File: src/rtl/exc_seq.sv
// ============================================================================
//  Module   : exc_seq
//  Brief    : Exception sequencer - saves PC-4 to EPC, fetches the handler
//             vector byte from memory and loads it into the PC.
//  Revision : 1.0
// ============================================================================
`default_nettype none

module exc_seq #(
    parameter int MEM_LAT = 2
) (
    input  logic        clk,
    input  logic        reset,
    input  logic        exc_en,
    input  logic        exc_opcode,
    input  logic        exc_ovf,
    input  logic        exc_div0,
    input  logic [31:0] pc_in,
    input  logic [7:0]  mem_byte,
    output logic        busy,
    output logic        iord_own,
    output logic [2:0]  iord_sel,
    output logic        epc_write,
    output logic [31:0] epc_data,
    output logic        pc_write,
    output logic [31:0] pc_value,
    output logic [1:0]  exc_cause,
    output logic        done
);

    typedef enum logic [2:0] {
        S_IDLE = 3'd0,
        S_SAVE = 3'd1,
        S_ADDR = 3'd2,
        S_WAIT = 3'd3,
        S_LOAD = 3'd4,
        S_DONE = 3'd5
    } state_t;

    // WAIT lasts MEM_LAT-1 cycles: counter loads MEM_LAT-2 and exits at zero
    localparam logic [1:0] c_WAIT_INIT = (MEM_LAT > 1) ? 2'(MEM_LAT - 2) : 2'd0;

    state_t      r_state;
    state_t      w_next;
    logic [1:0]  r_cause;
    logic [31:0] r_pc;
    logic [1:0]  r_wcnt;
    logic        w_capture;
    logic [1:0]  w_cause_new;
    logic [2:0]  w_sel;

    assign w_capture = (r_state == S_IDLE) && exc_en &&
                       (exc_opcode || exc_ovf || exc_div0);

    always_comb begin
        if (exc_opcode)   w_cause_new = 2'b01;
        else if (exc_ovf) w_cause_new = 2'b10;
        else              w_cause_new = 2'b11;
    end

    always_comb begin
        case (r_cause)
            2'b01:   w_sel = 3'b011;
            2'b10:   w_sel = 3'b100;
            default: w_sel = 3'b101;
        endcase
    end

    always_ff @(posedge clk or negedge reset) begin
        if (!reset) begin
            r_state <= S_IDLE;
            r_cause <= 2'b00;
            r_pc    <= 32'd0;
            r_wcnt  <= 2'd0;
        end else begin
            r_state <= w_next;
            if (w_capture) begin
                r_cause <= w_cause_new;
                r_pc    <= pc_in;
            end
            if (r_state == S_ADDR)
                r_wcnt <= c_WAIT_INIT;
            else if ((r_state == S_WAIT) && (r_wcnt != 2'd0))
                r_wcnt <= r_wcnt - 2'd1;
        end
    end

    always_comb begin
        w_next    = r_state;
        busy      = 1'b0;
        iord_own  = 1'b0;
        iord_sel  = 3'b000;
        epc_write = 1'b0;
        epc_data  = 32'd0;
        pc_write  = 1'b0;
        pc_value  = 32'd0;
        done      = 1'b0;
        case (r_state)
            S_IDLE: begin
                if (w_capture) w_next = S_SAVE;
            end
            S_SAVE: begin
                busy      = 1'b1;
                epc_write = 1'b1;
                epc_data  = r_pc - 32'd4;
                w_next    = S_ADDR;
            end
            S_ADDR: begin
                busy     = 1'b1;
                iord_own = 1'b1;
                iord_sel = w_sel;
                w_next   = (MEM_LAT > 1) ? S_WAIT : S_LOAD;
            end
            S_WAIT: begin
                busy     = 1'b1;
                iord_own = 1'b1;
                iord_sel = w_sel;
                if (r_wcnt == 2'd0) w_next = S_LOAD;
            end
            S_LOAD: begin
                busy     = 1'b1;
                iord_own = 1'b1;
                iord_sel = w_sel;
                pc_write = 1'b1;
                pc_value = {24'd0, mem_byte};
                w_next   = S_DONE;
            end
            S_DONE: begin
                busy   = 1'b1;
                done   = 1'b1;
                w_next = S_IDLE;
            end
            default: w_next = S_IDLE;
        endcase
    end

    assign exc_cause = r_cause;

endmodule

`default_nettype wire

File: config.mk
export PLATFORM = sky130hd
export DESIGN_NAME = exc_seq
export DESIGN_NICKNAME = d
export VERILOG_FILES = /design/src/rtl/exc_seq.sv
export SDC_FILE = /design/constraint.sdc
export NUM_CORES = 1
export LEC_CHECK = 0
export BUFFER_PORTS_ARGS = -buffer_cell sky130_fd_sc_hd__buf_2
export CORE_ASPECT_RATIO = 1.25
export CORE_MARGIN = 2
export CORE_UTILIZATION = 48
export CTS_BUF_LIST = sky130_fd_sc_hd__clkbuf_16
export CTS_CLUSTER_DIAMETER = 60
export DETAILED_ROUTE_END_ITERATION = 10
export PLACE_DENSITY = 0.88
export SYNTH_ARGS = -nofsm -noshare
export SYNTH_HDL_FRONTEND = slang
export SYNTH_SLANG_ARGS = --single-unit
File: constraint.sdc
create_clock -name clk -period 2.6 [get_ports clk]
set_input_delay 0.13 -clock clk [delete_from_list [all_inputs] [get_ports clk]]
set_output_delay 0.13 -clock clk [all_outputs]
set_load 0.02 [all_outputs]
Word level (Yosys, flattened, before mapping)
Index checks and enable logic that the tools add are counted.

Register bits after elaboration: 39. Input port bits: 46. Output and inout port bits: 74. Word-level logic and storage cells: 43.

$add $sub $neg: 2. Equality and inequality tests: 9. Muxes and demuxes: 16. Reduce and logical (&&, ||, !) cells: 12.

Operator list (count): $mux W32 (1); $sub A32 B3 Y32 const B (1); $pmux W3 S5 (1); $mux W3 (3); $mux W8 (1); $eq A3 B2 Y1 const B (2); $eq A3 B3 Y1 const B (2); $mux W1 (6); $mux W2 (3); $pmux W3 S2 (1); $reduce_or A5 Y1 (1); $reduce_bool A2 Y1 (2); $eq A3 B1 Y1 const B (1); $logic_and A1 B1 Y1 (3); $logic_not A3 Y1 (1); $reduce_or A3 Y1 (1); $eq A2 B1 Y1 const B (1); $eq A2 B2 Y1 const B (1); $logic_not A2 Y1 (1); $logic_or A1 B1 Y1 (2); $ne A2 B1 Y1 const B (1); $ne A2 B2 Y1 const B (1); $reduce_and A2 Y1 (1); $sub A2 B1 Y2 const B (1).

Logic depth before layout (Yosys ltp)
Gate-level depths: netlist of the first run.

Depth in word-level cells: 5. Gate-level depth with buffers: 6. Gate-level depth less buffers: 6.

Least setup slack after synthesis of the first run
No wires, ideal clock.

Kind: reg-to-output. Start point: reg r_pc[2]. End point: out epc_data[28]. Data arrival time: 2.057 ns. Data required time: 2.470 ns. Setup slack: 0.413 ns. Stages on the path, launching flop included: 7. Buffers on the path: 0. Path through: dfrtp_1 -> inv_1 -> ha_1 -> nor3b_2 -> nand4_1 -> or4_1 -> a21oi_1.

Longest elaborated chain between the ends: 2.

RTL lines: start, declared (line 46) `logic [31:0] r_pc;`; start signal, assigned (line 79) `r_pc <= pc_in;`; $sub A32 B3 Y32 (line 105) `epc_data = r_pc - 32'd4;`; $mux W32 (line 98) `case (r_state)`; end, declared (line 24) `output logic [31:0] epc_data,`.

Every way passes these cells.

Worst setup path in the final report of the first run
Start point: reg r_pc[10]. End point: out epc_data[21].

Same word-level chain as after synthesis.

==> results of run 1 <==
-- power groups by stage --
stage	sequential, mW	combinational, mW	clock [mW]
3_3_place_gp	1.31	1.78	0
2_1_floorplan	1.20	1.42	0
5_1_grt	1.41	2.01	0.620
6_report	1.35	1.85	0.573
3_5_place_dp	1.35	1.83	0
4_1_cts	1.34	1.84	0.590
-- logic make-up after synthesis --
kind of cell	Yosys count
XOR/XNOR	11
other	1
multiplexers	31
AND/OR/NAND/NOR	103
adder cells (fa/ha/maj)	2
buffers and inverters	46
AO/OA/AOI/OAI	44
flip-flops	39
-- worst paths after layout --
kind	to	slack (ps)	cells after the start
max reg2reg	r_pc[16]	860	3
max	epc_data[21]	160	6
max in group asynchronous	r_pc[16]	2060	1
min in group clk	exc_cause[1]	60	2
min reg2reg	r_pc[1]	510	1
min	r_pc[13]	-30	1
-- placed cells by master, fill, tap and decap left out, drive strengths merged, types with 2 or more instances in the layout --
cell | netlist | layout
a21oi | 16 | 16
a22o | 2 | 2
and2 | 10 | 10
buf | 29 | 102
clkbuf | 8 | 5
clkinv | 1 | 4
conb | 1 | 24
dfrtp | 39 | 39
ha | 2 | 2
inv | 8 | 8
mux2 | 29 | 29
mux2i | 2 | 2
nand2 | 11 | 11
nand2b | 4 | 4
nand3 | 4 | 4
nand4 | 6 | 6
nand4b | 3 | 3
nor2 | 21 | 21
nor3 | 7 | 7
nor3b | 4 | 4
nor4 | 8 | 8
o21ai | 8 | 8
o31ai | 11 | 11
or2 | 6 | 6
or3 | 5 | 5
or3b | 2 | 2
or4 | 9 | 9
xnor2 | 5 | 5
xor2 | 6 | 6
-- registers in the layout, indices dropped and copies added, names as in the netlist --
register and flops:
r_pc 32, r_state 3, r_wcnt 2, exc_cause 2
-- layout make-up --
type                            count  area, µm²
Clock buffer                        5        125
Clock inverter                      3       15.0
Fill cell                         470       2110
Inverter                            9       33.8
Multi-Input combinational cell    215       1500
Sequential cell                    39        976
Tap cell                           64       80.1
Timing Repair Buffer              102        528
-- per-stage QoR --
step                      TNS (ps)  instance area, µm²  std cells
after CTS                        0                3220        434
after floorplan                  0                2730        300
after global routing         -81.6                3250        437
final                            0                3250        437
after global placement           0                3080        426
after detailed placement         0                3080        426
-- layer usage --
metal,up-vias,track usage [%],routed length (µm)
met1,1133,23.9,2460
li1,1145,-,-
met2,117,37.1,3290
met3,14,3.94,439
met5,-,0,0
met4,0,8.74,163
-- repair_timing --
action	in CTS	in global routing
setup endpoints to repair	0	8
gates resized for setup	0	1
setup buffers	0	3
==> impl_metrics.yaml, run 1 <==
die:
  die_y_um: 87.0
  die-area_mm2: 0.00613
  die_w_um: 70.4
  core.rowCount: 30
  boundaryPins: 120
  core_area_mm2: 0.00537
  initial_utilization_pct: 49.3
yosys:
  synth_top_flop_cell: "dfrtp_1"
  synth_common_cells: "dfrtp_1, mux2_2, buf_4, nor2_1, a21oi_1"
  synth.most_common_cell: "dfrtp_1"
  synth_top_family_by_area: "simple AND/OR/NAND/NOR gates"
  synth_compound_area_share_pct: 10.4
  synth_area_leader_cell: "dfrtp_1"
  synth_edf_count: 0
  muxShareOfSynthArea_pct: 13.1
  async_flop_share_pct: 100
  yosys.area_share.simple_pct: 24.4
  postSynthAreaPerCell_um2: 9.55
  syn_area_mm2: 0.00265
  yosysUniqueCellTypes: 47
  synth_xor_area_share_pct: 3.64
  synth_top_cell_area_share_pct: 36.9
  yosys-top-cells-area: "dfrtp_1, mux2_2, buf_4"
  synth-seq-area-share_pct: 36.9
  ys_ff_latch: 39
  syn-instance-count: 277
  ys_warn_count: 0
  synth_fa_ha_area_share_pct: 0.946
cells_and_area:
  synthToLayoutAreaGrowth_pct: 23.0
  fin_util_pct: 60.6
  fin_nets: 420
  layout-drive-gt1-share_pct: 41.6
  antenna_cells: 0
routing:
  dr.pass1.iters: 4
  postRouteAntennaNets: 0
  dr_total_vias: 2409
  drc: 0
  wire_per_inst_um: 14.5
  first_iter_violations: 160
  via_per_inst: 5.51
  routed_wl_mm: 6.35
global_routing:
  antenna_found_initial: 0
  grt_pass1_vias: 2205
  grt_max_degree: 40
  globalRouteTotalUtil_pct: 20.6
  grt_pass1_wl_mm: 10.1
  gr-total-overflow: 0
critical_path:
  cp_top_family: "simple AND/OR/NAND/NOR gates"
  crit_path_max_fanout: 8
  path_buf_inv: 2
  critPathLaunchType: "register"
  worstPathRequired_ps: 2470
  critPathKind: "reg2out"
  r2r-start: "r_state[2]"
  cpPeakStageDelay_ps: 520
  cp-end-kind: "output port"
  cp.arrival_ps: 2310
  critPathLaunch: "r_pc[10]"
  slowest_stage: "or4_1"
  cp_cell_sequence: "nor4_4 -> buf_4 -> nand4b_2 -> or4_1 -> a21oi_1 -> buf_2"
outcome:
  violations: "negative hold slack"
  status: "complete, but fails checks"
power_and_ir_drop:
  power_frac_clock_pct: 15.2
  intPower_mw: 2.05
  p_switching_mw: 1.73
  p_comb_share_pct: 49.0
  p_sw_share_pct: 45.7
  powerDensity_mw_per_mm2: 1160
  ir_drop_uv: 635
  p_seq_share_pct: 35.9
  p_leak_nw: 1.54
  power_mw: 3.78
sta:
  period_minus_slack_ps: 2440
  fin_skew_ps: 3.55
  period_share_pct: 94.0
  worst_pin_slew_ps: 888
  hold_viol_final: 39
  setup_slack_ps: 156
  whs_ps: -30.7
  rsz0062_at_grt: "true"
  setup_viol_count_final: 0
  relSlewSlack_pct: 40.8
  fmax_mhz: 409
  maxSlewViolCount: 0
cts:
  cts-buffers-inserted: 5
  clk_pin_slew_ps: 50
  cts_sinks: 39
  cts_root_buf: "clkbuf_16"
  clk_latency_ps: 270
  cts_tree: "built"
  cts_buffer_depth: 2
  hold_buffers: 0
  htreeDepth: 2
placement:
  portBuffers: 95
  hpwl_mm: 4.75
  gp_congestion: 0.898
  dp_slack_ps: 330
worst_hold_path:
  min_path_type: "in2async"
job:
  cap_violations: 0
Power figures use the tool's default switching activity.
==> run 2, diff against run 1 <==
--- a/config.mk
+++ b/config.mk
@@ -12,6 +12,7 @@
 export CTS_BUF_LIST = sky130_fd_sc_hd__clkbuf_16
 export CTS_CLUSTER_DIAMETER = 60
 export DETAILED_ROUTE_END_ITERATION = 10
+export GPL_TIMING_DRIVEN = 0
 export PLACE_DENSITY = 0.88
 export SYNTH_ARGS = -nofsm -noshare
 export SYNTH_HDL_FRONTEND = slang
==> constraint.sdc (replaced) <==
create_clock -name clk -period 2.35 [get_ports clk]
set_input_delay 0.1175 -clock clk [delete_from_list [all_inputs] [get_ports clk]]
set_output_delay 0.1175 -clock clk [all_outputs]
set_load 0.02 [all_outputs]
==> run 2 against run 1 <==
Net effect:
- the flow finishes with violations (negative setup slack)
- clock power up 32%
- register-to-register slack worse by 550 ps
- combinational power up 45%
- die area unchanged
- cell count up 14%
- critical endpoint is now epc_data[18]
- largest cell class unchanged
- largest power group unchanged
==> impl_metrics.yaml, run 2 (synthesized netlist as in run 1, its figures left out) <==
outcome:
  status: "complete, but fails checks"
  violations: "negative setup slack"
critical_path:
  rr_endpoint: "exc_cause[0]"
  rrSetupSlack_ps: 310
  cp-end-kind: "output port"
  endpoint: "epc_data[18]"
  cp.arrival_ps: 2360
  worstPathRequired_ps: 2230
  crit_path_max_fanout: 4
  critPathLaunchType: "register"
  r2r-start: "r_state[2]"
  critPathKind: "reg2out"
  critPathLaunch: "r_pc[3]"
  ff2ff_path_depth: 6
cts:
  cts_buffer_depth: 2
  cts_tree: "built"
  clk_pin_slew_ps: 60
  clk_latency_ps: 280
  cts_root_buf: "clkbuf_16"
  cts_sinks: 39
  cts-buffers-inserted: 5
  htreeDepth: 2
routing:
  first_iter_violations: 176
  wire_per_inst_um: 16.0
  dr_total_vias: 2731
  dr.pass1.iters: 6
  drc: 0
  postRouteAntennaNets: 0
  routed_wl_mm: 7.93
  via_per_inst: 5.49
cells_and_area:
  regArea_um2: 985
  synthToLayoutAreaGrowth_pct: 46.2
  fill_cells: 380
  largest_registers: "r_pc (32), r_state (3)"
  fin_nets: 480
  top_register: "r_pc"
  fin_util_pct: 72.1
  multi_input_area_mm2: 0.00162
  final_common_cell: "buf_2"
  layout-drive-gt1-share_pct: 53.1
  largest_reg_flops: 32
  final_cell_mix: "buf_2, buf_4, dfrtp_1"
  antenna_cells: 0
sta:
  rsz0062_at_grt: "true"
  fmax_mhz: 403
  relSlewSlack_pct: 41.3
  period_minus_slack_ps: 2480
  tns_ps: -434
  setup_slack_ps: -131
  hold_viol_final: 0
  worst_pin_slew_ps: 880
  setup_viol_count_final: 5
  maxSlewViolCount: 0
  period_share_pct: 106
  fin_skew_ps: 6.36
die:
  boundaryPins: 120
  initial_utilization_pct: 49.3
  die_w_um: 70.4
  core_area_mm2: 0.00537
  die-area_mm2: 0.00613
  core.rowCount: 30
  die_y_um: 87.0
job:
  cap_violations: 0
placement:
  gp_congestion: 0.887
  hpwl_mm: 4.80
  portBuffers: 95
global_routing:
  grt_max_degree: 40
  globalRouteTotalUtil_pct: 22.4
  grt_pass1_wl_mm: 10.9
  grt_pass1_vias: 2349
  gr-total-overflow: 0
  antenna_found_initial: 0
worst_hold_path:
  min_path_type: "in2reg"
power_and_ir_drop:
  ir_drop_uv: 919
  powerDensity_mw_per_mm2: 1280
  p_leak_nw: 1.87
[run 2: layer usage]
layer	up-vias	routed length [µm]	share of wire [%]	track usage, %
met5	-	0	0	0
met4	0	345	4.3	10.7
li1	1268	-	-	-
met2	161	4130	52	40.1
met1	1269	2860	36	25.3
met3	33	600	7.6	4.98
[run 2: where the power goes]
group          internal [mW]  switching (mW)
registers               1.01           0.488
logic                   1.22            1.46
clock network          0.495           0.263
[run 2: cell type report]
class                      count  area share (%)
inverter                       9           0.873
clock inverter                 3            1.00
clock buffer                   5            3.23
buffer                        36            6.21
sequential                    39            25.5
tap                           64            2.07
multi-input combinational    215            41.8
timing repair buffer         126            19.3
[run 2: how the worst min path moves through the flow]
stage / cells after the start / to / start
detailed placement: 1 / r_pc[16] / reset
CTS: 2 / exc_cause[1] / exc_opcode
global route: 2 / exc_cause[1] / exc_opcode
global placement: 1 / r_pc[14] / reset
finish: 2 / exc_cause[1] / exc_opcode
floorplan: 0 / exc_cause[0] / reset
[run 2: what timing repair did]
item	4_1_cts	5_1_grt
pin swaps	4	16
buffers inserted	9	21
hold buffers	1	0
resized for setup	9	40
setup endpoints to repair	10	20
hold endpoints to repair	39	0
[run 2: worst max-delay path, cell delays in order, from the launching register on]
cell and delay (ps):
dfrtp_2 450, inv_2 100, ha_4 150, nor3b_4 220, buf_6 150, nand4_1 240, or4_4 580, nand2_2 90
buf_6 110
[run 2: through the flow]
| stage | setup WS (ps) | area, µm² | hold slack (ps) | power [mW] | cells |
|---|---|---|---|---|---|
| after floorplan | 176 | 2730 | -178 | 2.90 | 300 |
| after global placement | -64.2 | 3290 | 274 | 3.46 | 459 |
| after detailed placement | -99.7 | 3290 | 286 | 3.54 | 459 |
| after CTS | -61.0 | 3570 | 26.5 | 4.46 | 477 |
| after global routing | -209 | 3870 | 33.9 | 5.22 | 497 |
| final | -131 | 3870 | 27.6 | 4.94 | 497 |
